--- config.mk ---
export PLATFORM = sky130hd
export DESIGN_NAME = render_stream_driver
export DESIGN_NICKNAME = d
export VERILOG_FILES = /design/src/rtl/render_stream_driver.sv
export SDC_FILE = /design/constraint.sdc
export NUM_CORES = 1
export LEC_CHECK = 0
export BUFFER_PORTS_ARGS = -buffer_cell sky130_fd_sc_hd__buf_4
export CAP_MARGIN = 5
export CORE_MARGIN = 2
export CORE_UTILIZATION = 50
export CTS_BUF_LIST = sky130_fd_sc_hd__clkbuf_8 sky130_fd_sc_hd__clkbuf_16
export CTS_CLUSTER_SIZE = 20
export DETAILED_ROUTE_END_ITERATION = 7
export GPL_ROUTABILITY_DRIVEN = 0
export PLACE_DENSITY = 0.75
export SLEW_MARGIN = 20
export SYNTH_ARGS = -nofsm -noshare
export SYNTH_HDL_FRONTEND = slang
export SYNTH_SLANG_ARGS = --single-unit
--- constraint.sdc ---
create_clock -name clk -period 7.8 [get_ports clk]
set_input_delay 0.78 -clock clk [delete_from_list [all_inputs] [get_ports clk]]
set_output_delay 0.78 -clock clk [all_outputs]
set_load 0.02 [all_outputs]
--- src/rtl/render_stream_driver.sv ---
// Stream initiator for the shape renderer: programs five config words, then raster-scans background pixels.
// Optional backpressure on the ready input is enabled by defining RENDER_DRIVER_STALL_EN.
module render_stream_driver #(
    parameter int X_MAX    = 1079,
    parameter int Y_MAX    = 2159,
    parameter int NUM_REGS = 5
) (
    input  logic        clk,
    input  logic        rst_n,
    input  logic        start,
    input  logic [31:0] cfg_x,
    input  logic [31:0] cfg_y,
    input  logic [31:0] cfg_w,
    input  logic [31:0] cfg_h,
    input  logic [31:0] cfg_color,
    input  logic [31:0] bg_color,
`ifdef RENDER_DRIVER_STALL_EN
    input  logic        ready,
`endif
    output logic        program_out,
    output logic        pix_valid,
    output logic [10:0] x_out,
    output logic [11:0] y_out,
    output logic [31:0] data_out,
    output logic        busy,
    output logic        frame_done
);

    typedef enum logic [1:0] {
        IDLE,
        PROGRAM,
        SCAN,
        DONE
    } state_t;

    state_t      state;
    state_t      state_nxt;

    logic [31:0] cfg_words [5];
    logic [31:0] bg_reg;
    logic        capture;

    logic        program_nxt;
    logic        valid_nxt;
    logic [10:0] x_nxt;
    logic [11:0] y_nxt;
    logic [31:0] data_nxt;
    logic        busy_nxt;
    logic        done_nxt;

    logic        advance;
    logic        last_reg;
    logic        y_at_max;
    logic        x_at_max;
    logic [2:0]  prog_idx_nxt;
    logic [31:0] next_word;

`ifdef RENDER_DRIVER_STALL_EN
    assign advance = pix_valid & ready;
`else
    assign advance = 1'b1;
`endif

    // The output registers double as the beat counters: y_out holds the config index while programming.
    assign last_reg     = (y_out == 12'(NUM_REGS - 1));
    assign y_at_max     = (y_out == 12'(Y_MAX));
    assign x_at_max     = (x_out == 11'(X_MAX));
    assign prog_idx_nxt = y_out[2:0] + 3'd1;

    always_comb begin
        next_word = '0;
        case (prog_idx_nxt)
            3'd0:    next_word = cfg_words[0];
            3'd1:    next_word = cfg_words[1];
            3'd2:    next_word = cfg_words[2];
            3'd3:    next_word = cfg_words[3];
            3'd4:    next_word = cfg_words[4];
            default: next_word = '0;
        endcase
    end

    // Defaults hold the current beat, which is exactly what a stalled beat needs.
    always_comb begin
        state_nxt   = state;
        program_nxt = program_out;
        valid_nxt   = pix_valid;
        x_nxt       = x_out;
        y_nxt       = y_out;
        data_nxt    = data_out;
        busy_nxt    = busy;
        done_nxt    = 1'b0;
        capture     = 1'b0;

        case (state)
            IDLE: begin
                program_nxt = 1'b0;
                valid_nxt   = 1'b0;
                x_nxt       = '0;
                y_nxt       = '0;
                data_nxt    = '0;
                busy_nxt    = 1'b0;
                if (start) begin
                    capture     = 1'b1;
                    state_nxt   = PROGRAM;
                    program_nxt = 1'b1;
                    valid_nxt   = 1'b1;
                    busy_nxt    = 1'b1;
                    data_nxt    = cfg_x;
                end
            end

            PROGRAM: begin
                if (advance) begin
                    if (last_reg) begin
                        state_nxt   = SCAN;
                        program_nxt = 1'b0;
                        x_nxt       = '0;
                        y_nxt       = '0;
                        data_nxt    = bg_reg;
                    end else begin
                        y_nxt    = y_out + 12'd1;
                        data_nxt = next_word;
                    end
                end
            end

            SCAN: begin
                if (advance) begin
                    if (x_at_max && y_at_max) begin
                        state_nxt   = DONE;
                        program_nxt = 1'b0;
                        valid_nxt   = 1'b0;
                        x_nxt       = '0;
                        y_nxt       = '0;
                        data_nxt    = '0;
                        busy_nxt    = 1'b0;
                        done_nxt    = 1'b1;
                    end else if (y_at_max) begin
                        y_nxt = '0;
                        x_nxt = x_out + 11'd1;
                    end else begin
                        y_nxt = y_out + 12'd1;
                    end
                end
            end

            DONE: begin
                state_nxt   = IDLE;
                program_nxt = 1'b0;
                valid_nxt   = 1'b0;
                x_nxt       = '0;
                y_nxt       = '0;
                data_nxt    = '0;
                busy_nxt    = 1'b0;
            end

            default: begin
                state_nxt   = IDLE;
                program_nxt = 1'b0;
                valid_nxt   = 1'b0;
                x_nxt       = '0;
                y_nxt       = '0;
                data_nxt    = '0;
                busy_nxt    = 1'b0;
            end
        endcase
    end

    always_ff @(posedge clk or negedge rst_n) begin
        if (!rst_n) begin
            state       <= IDLE;
            program_out <= 1'b0;
            pix_valid   <= 1'b0;
            x_out       <= '0;
            y_out       <= '0;
            data_out    <= '0;
            busy        <= 1'b0;
            frame_done  <= 1'b0;
        end else begin
            state       <= state_nxt;
            program_out <= program_nxt;
            pix_valid   <= valid_nxt;
            x_out       <= x_nxt;
            y_out       <= y_nxt;
            data_out    <= data_nxt;
            busy        <= busy_nxt;
            frame_done  <= done_nxt;
        end
    end

    // Config is latched only on the accepting edge so mid-frame input changes cannot leak in.
    always_ff @(posedge clk or negedge rst_n) begin
        if (!rst_n) begin
            for (int i = 0; i < 5; i++) begin
                cfg_words[i] <= '0;
            end
            bg_reg <= '0;
        end else if (capture) begin
            cfg_words[0] <= cfg_x;
            cfg_words[1] <= cfg_y;
            cfg_words[2] <= cfg_w;
            cfg_words[3] <= cfg_h;
            cfg_words[4] <= cfg_color;
            bg_reg       <= bg_color;
        end
    end

endmodule

# ---- Word level (Yosys, flattened, before mapping)
# Index checks and enable logic that the tools add are counted.
dict set report op_classes {
  addsub 3
  div 0
  n_lt_le_gt_ge 0
  shifts 0
  reduce_logical 9
  n_eq_ne 14
  n_mul 0
  bitwise 0
  muxes 25
}
# cell n
set ops {}
lappend ops {{one-hot mux 32 bit (5 select lines)} 1}
lappend ops {{one-hot mux 32 bit (4 select lines)} 1}
lappend ops {{two-way mux 32 bit} 3}
lappend ops {{two-way mux 12 bit} 3}
lappend ops {{one-hot mux 12 bit (3 select lines)} 1}
lappend ops {{two-way mux 11 bit} 3}
lappend ops {{one-hot mux 11 bit (3 select lines)} 1}
lappend ops {{adder 12 x 1 -> 12 bit (second input constant)} 1}
lappend ops {{== test 12 bit (second input constant)} 1}
lappend ops {{== test 12 x 3 -> 1 bit (second input constant)} 1}
lappend ops {{adder 11 x 1 -> 11 bit (second input constant)} 1}
lappend ops {{== test 11 bit (second input constant)} 1}
lappend ops {{one-hot mux 2 bit (4 select lines)} 1}
lappend ops {{== test 3 x 2 -> 1 bit (second input constant)} 2}
lappend ops {{two-way mux 1 bit} 6}
lappend ops {{two-way mux 2 bit} 3}
lappend ops {{!= test 2 bit (second input constant)} 3}
lappend ops {{AND reduction 2 bit} 3}
lappend ops {{== test 2 bit (second input constant)} 2}
lappend ops {{one-hot mux 1 bit (4 select lines)} 1}
lappend ops {{adder 3 x 1 -> 3 bit (second input constant)} 1}
lappend ops {{== test 3 x 1 -> 1 bit (second input constant)} 1}
lappend ops {{== test 3 bit (second input constant)} 1}
lappend ops {{logical NOT 3 bit} 1}
lappend ops {{8 further kinds} 8}
dict set report totals {
  n_memories 0
  latchBits 0
  inputBits 195
  output_inout_bits 59
  ram_bits 0
  romBits 0
  wordCells 64
  register_bits 252
}

# ---- Logic depth before layout (Yosys ltp)
dict set report logic_depth {
  ltp_word 5
  depth_mapped 9
}

# ---- Worst setup path before layout
# No wires, ideal clock.
dict set report synth_path {
  path_kind {register to register}
  startpoint {reg y_out[7]}
  endpoint {reg state[1]}
  synth_period_minus_slack_ns 2.782
  t_required_ns 7.675
  n_path_buf 0
  arrival_ns 2.658
  setup_ns 0.125
  stages_incl_launch_ff 6
  path_slack_ns 5.018
  path_cell_list {dfrtp_1 > or4_4 > or4_1 > o41a_1 > a221oi_2 > mux2_2}
}
dict set report synth_via {
  elab_chain_cells 4
  elab_cells_between_ends 6
  classes_between {eq/ne (4); reduce/logical (2)}
}
# element line
set synth_rtl {}
lappend synth_rtl {{start, declared} 23} ;# output logic [11:0] y_out,
lappend synth_rtl {{start signal, assigned} 184} ;# y_out <= y_nxt;
lappend synth_rtl {{== test 12 bit} 66} ;# assign y_at_max = (y_out == 12'(Y_MAX));
lappend synth_rtl {{logical AND 1 bit} 129} ;# if (x_at_max && y_at_max) begin
lappend synth_rtl {{!= test 2 bit (no source line)} --}
lappend synth_rtl {{AND reduction 3 bit (no source line) (*)} --}
lappend synth_rtl {{end signal, assigned} 180} ;# state <= state_nxt;
lappend synth_rtl {{end, declared} 36} ;# state_t state;
# Every way passes the cells marked *; elsewhere a longest branch is shown, timed or not.
# A chain may end at the register's enable or synchronous reset.

# ---- Worst setup path after layout
dict set report layout_path {
  startpoint {reg y_out[2]}
  endpoint {reg data_out[1]}
}
dict set report layout_via {
  elab_chain_cells 5
  elab_cells_between_ends 13
  classes_between {add/sub (1); eq/ne (7); mux (3); reduce/logical (2)}
}
# element line
set layout_rtl {}
lappend layout_rtl {{adder 3 x 1 -> 3 bit} 68} ;# assign prog_idx_nxt = y_out[2:0] + 3'd1;
lappend layout_rtl {{== test 3 bit (tied with other cells)} 72} ;# case (prog_idx_nxt)
lappend layout_rtl {{one-hot mux 32 bit (5 select lines)} 72}
lappend layout_rtl {{two-way mux 32 bit} 114} ;# if (last_reg) begin
lappend layout_rtl {{one-hot mux 32 bit (4 select lines)} 94} ;# case (state)
lappend layout_rtl {{end signal, assigned} 185} ;# data_out <= data_nxt;
lappend layout_rtl {{end, declared} 24} ;# output logic [31:0] data_out,
# Several ways; a longest one is shown, not always the timed one.

==> metrics.txt <==
IO Count=254; Initial Utilization=0.505; vias in the first global route=around 8.6k; synthesized area=roughly 11000 um2; CTS tree=yes; Final ANT Viol Nets=0; worst reg-to-reg setup slack=~4.5 ns; CTS buffer count=27; post-synthesis mux area share=0.195; Seq/Total Area, Yosys=0.557; Crit path max-delay family=compound AO/OA/AOI/OAI gates; FF-to-FF path depth=5; final worst path period share=0.422; r2r endpoint=data_out[1]; Final Hold Fails=0; vias post-DR=8296; H-tree depth=1; largest family of logic cells by synthesized area=multiplexers; # resized after CTS=0; commonest non-fill, non-tap cell in the layout=buf_4; DR DRC count=0; Critical Path Stages=5; leak pwr=slightly above 7 nW; grt ovf=0; Gate Count Post-Synth=900; Largest register FFs=160; # setup viols final=0; Clk Latency, worst-skew pair=roughly 0.53 ns; syn avg cell area=~13 um2; clock sink count=252; GRT Total Usage=0.242; Compound-Gate Fraction of Synth Area=0.135; PortBufs=253; FF-to-FF Start=y_out[2]; Pre-Repair DR Iteration Count=5; Ant. Diodes=0; CP Max Fanout=35; Fin Clk Skew=~0.014 ns; non-filler instance count after layout=1428; PD cells=around 190 nW/um2; routed wire length=between 20 and 30 mm; Max Cap Viol=0; Hold Crit Class=in -> async; critical path class=reg -> reg; initial antenna violation count=0; Area Growth Syn to Fin=26.4%; Yosys cell types=42; root buf cell=clkbuf_16; flops & latches, synth=between 200 and 300; WL/cell=about 20 um; worst-path cell chain=or4b_4 -> or4_4 -> a311o_4 -> o311ai_0 -> o21a_1; yosys warns=0; drt initial violations=approximately 500; CTS Hold Bufs=0; area post-placement=around 13000 um2; status=completed; CP required=roughly 8.3 ns; Post-CTS Setup Bufs=0; Tmin final=approximately 3.3 ns; Crit-path slowest cell=or4_4; die footprint=roughly 24000 um2; design area=between 10000 and 15000 um2; Worst setup EP type=flop; TNS Setup=0 ns; VDD IR max=around 140 uV; headroom to the max-slew limit=0.359; Largest stage delay, worst path=0.75 ns; core area=about 22000 um2; layout cells sized above 1=0.450; clock slew at reported path FFs=~0.060 ns; Max Root-Sink Buffers=3; nets@finish=approximately 1.3k; FMAX=between 0.3 and 0.4 GHz; Arr. time, crit path=~3.8 ns; most frequent cells in the layout=buf_4 (262), dfrtp_1 (252), mux2_2 (194); largest net degree at the start of global routing=123; Crit. Startpoint=y_out[2]; unrepaired setup endpoints after global routing=no; Hold WS=0.303 ns; worst slew pin tran=about 0.96 ns; first-pass GRT wire length=46.1 mm; Post-DP HPWL=19.0 mm; Max Slew Vio Count=0; CP bufs+invs=0; Die X=around 150 um; Synth Area in Adders=0.0133; total power=roughly 2.7 mW; Post-Synth Simple-Gate Area=0.0566; vias per inst=around 5.8; # rows=55; startpoint types=flop; syn_nets=roughly 1.1k; die height=around 150 um; Post-Synth XOR/XNOR Area=0.0139; Placed Cells=1379
-- report_power, final --
part / switching (mW) / internal [mW]
clock: 0.503 / 0.753
sequential: 0 / 1.31
combinational: 0.0454 / 0.0629
total: 0.548 / 2.12
-- per-stage QoR --
step,setup slack [ns],util
final,4.51,0.638
after global routing,4.34,0.638
after CTS,4.48,0.638
after detailed placement,4.61,0.598
after global placement,4.70,0.598
after floorplan,5.02,-
-- worst max path at each step --
stage                  end  slack (ns)
6_report       data_out[1]        4.51
5_1_grt        data_out[1]        4.34
4_1_cts        data_out[1]        4.48
3_5_place_dp   data_out[1]        4.61
3_3_place_gp   data_out[1]        4.70
2_1_floorplan     state[1]        5.02
-- per-layer routing --
| metal | vias up | GRT usage | wire [um] |
|---|---|---|---|
| met5 | - | 0 | 0 |
| met1 | 4180 | 0.321 | 11800 |
| li1 | 3770 | - | - |
| met4 | 0 | 0.0935 | 1010 |
| met3 | 65 | 0.0608 | 2210 |
| met2 | 281 | 0.386 | 13700 |
-- cell type report --
cell class	count	area, um2
well taps	285	357
clock buffers	37	813
repair buffers	263	1980
fillers	1701	8130
clock inverters	12	77.6
inverters	9	33.8
multi-input cells	570	4740
flip-flops and latches	252	6310
-- synth_stat cells (all sizes together) --
cell type | n | area, um2
nand2 | 38 | 143
clkbuf | 60 | 225
a22oi | 64 | 480
or4b | 1 | 13.8
a21oi | 34 | 174
nor4 | 2 | 12.5
nor2b | 2 | 12.5
a311o | 1 | 20.0
or4 | 4 | 37.5
o31ai | 1 | 7.51
xor2 | 14 | 123
or4bb | 1 | 11.3
o21ai | 1 | 5.00
a22o | 1 | 8.76
a221oi | 1 | 15.0
a211oi | 32 | 240
ha | 12 | 150
o41ai | 4 | 35.0
o311ai | 32 | 288
xnor2 | 4 | 35.0
dfrtp | 252 | 6310
mux2i | 2 | 20.0
nand4 | 6 | 37.5
nand3 | 16 | 80.1
and3 | 7 | 43.8
buf | 9 | 72.6
nand2b | 1 | 6.26
inv | 9 | 33.8
and2 | 4 | 25.0
or3 | 1 | 6.26
mux2 | 194 | 2180
o21a | 33 | 248
o41a | 1 | 11.3
nor3 | 1 | 5.00
nor2 | 55 | 206
-- worst register-to-register path, cell delays in order (launching register included) --
cell,delay [ns]
dfrtp_1,0.57
or4b_4,0.54
or4_4,0.75
a311o_4,0.67
o311ai_0,0.50
o21a_1,0.20
-- kinds of logic (layout without fill, tap and decap cells) --
group	Yosys count	count (layout)
xor gates and xnor gates	18	18
AOI/OAI and AO/OA	205	205
adders and majority gates	12	12
and+or+nand+nor	139	139
muxes	196	196
buffers and inverters	78	321
DFF	252	252
No activity file was read; power rests on OpenSTA's default activity.
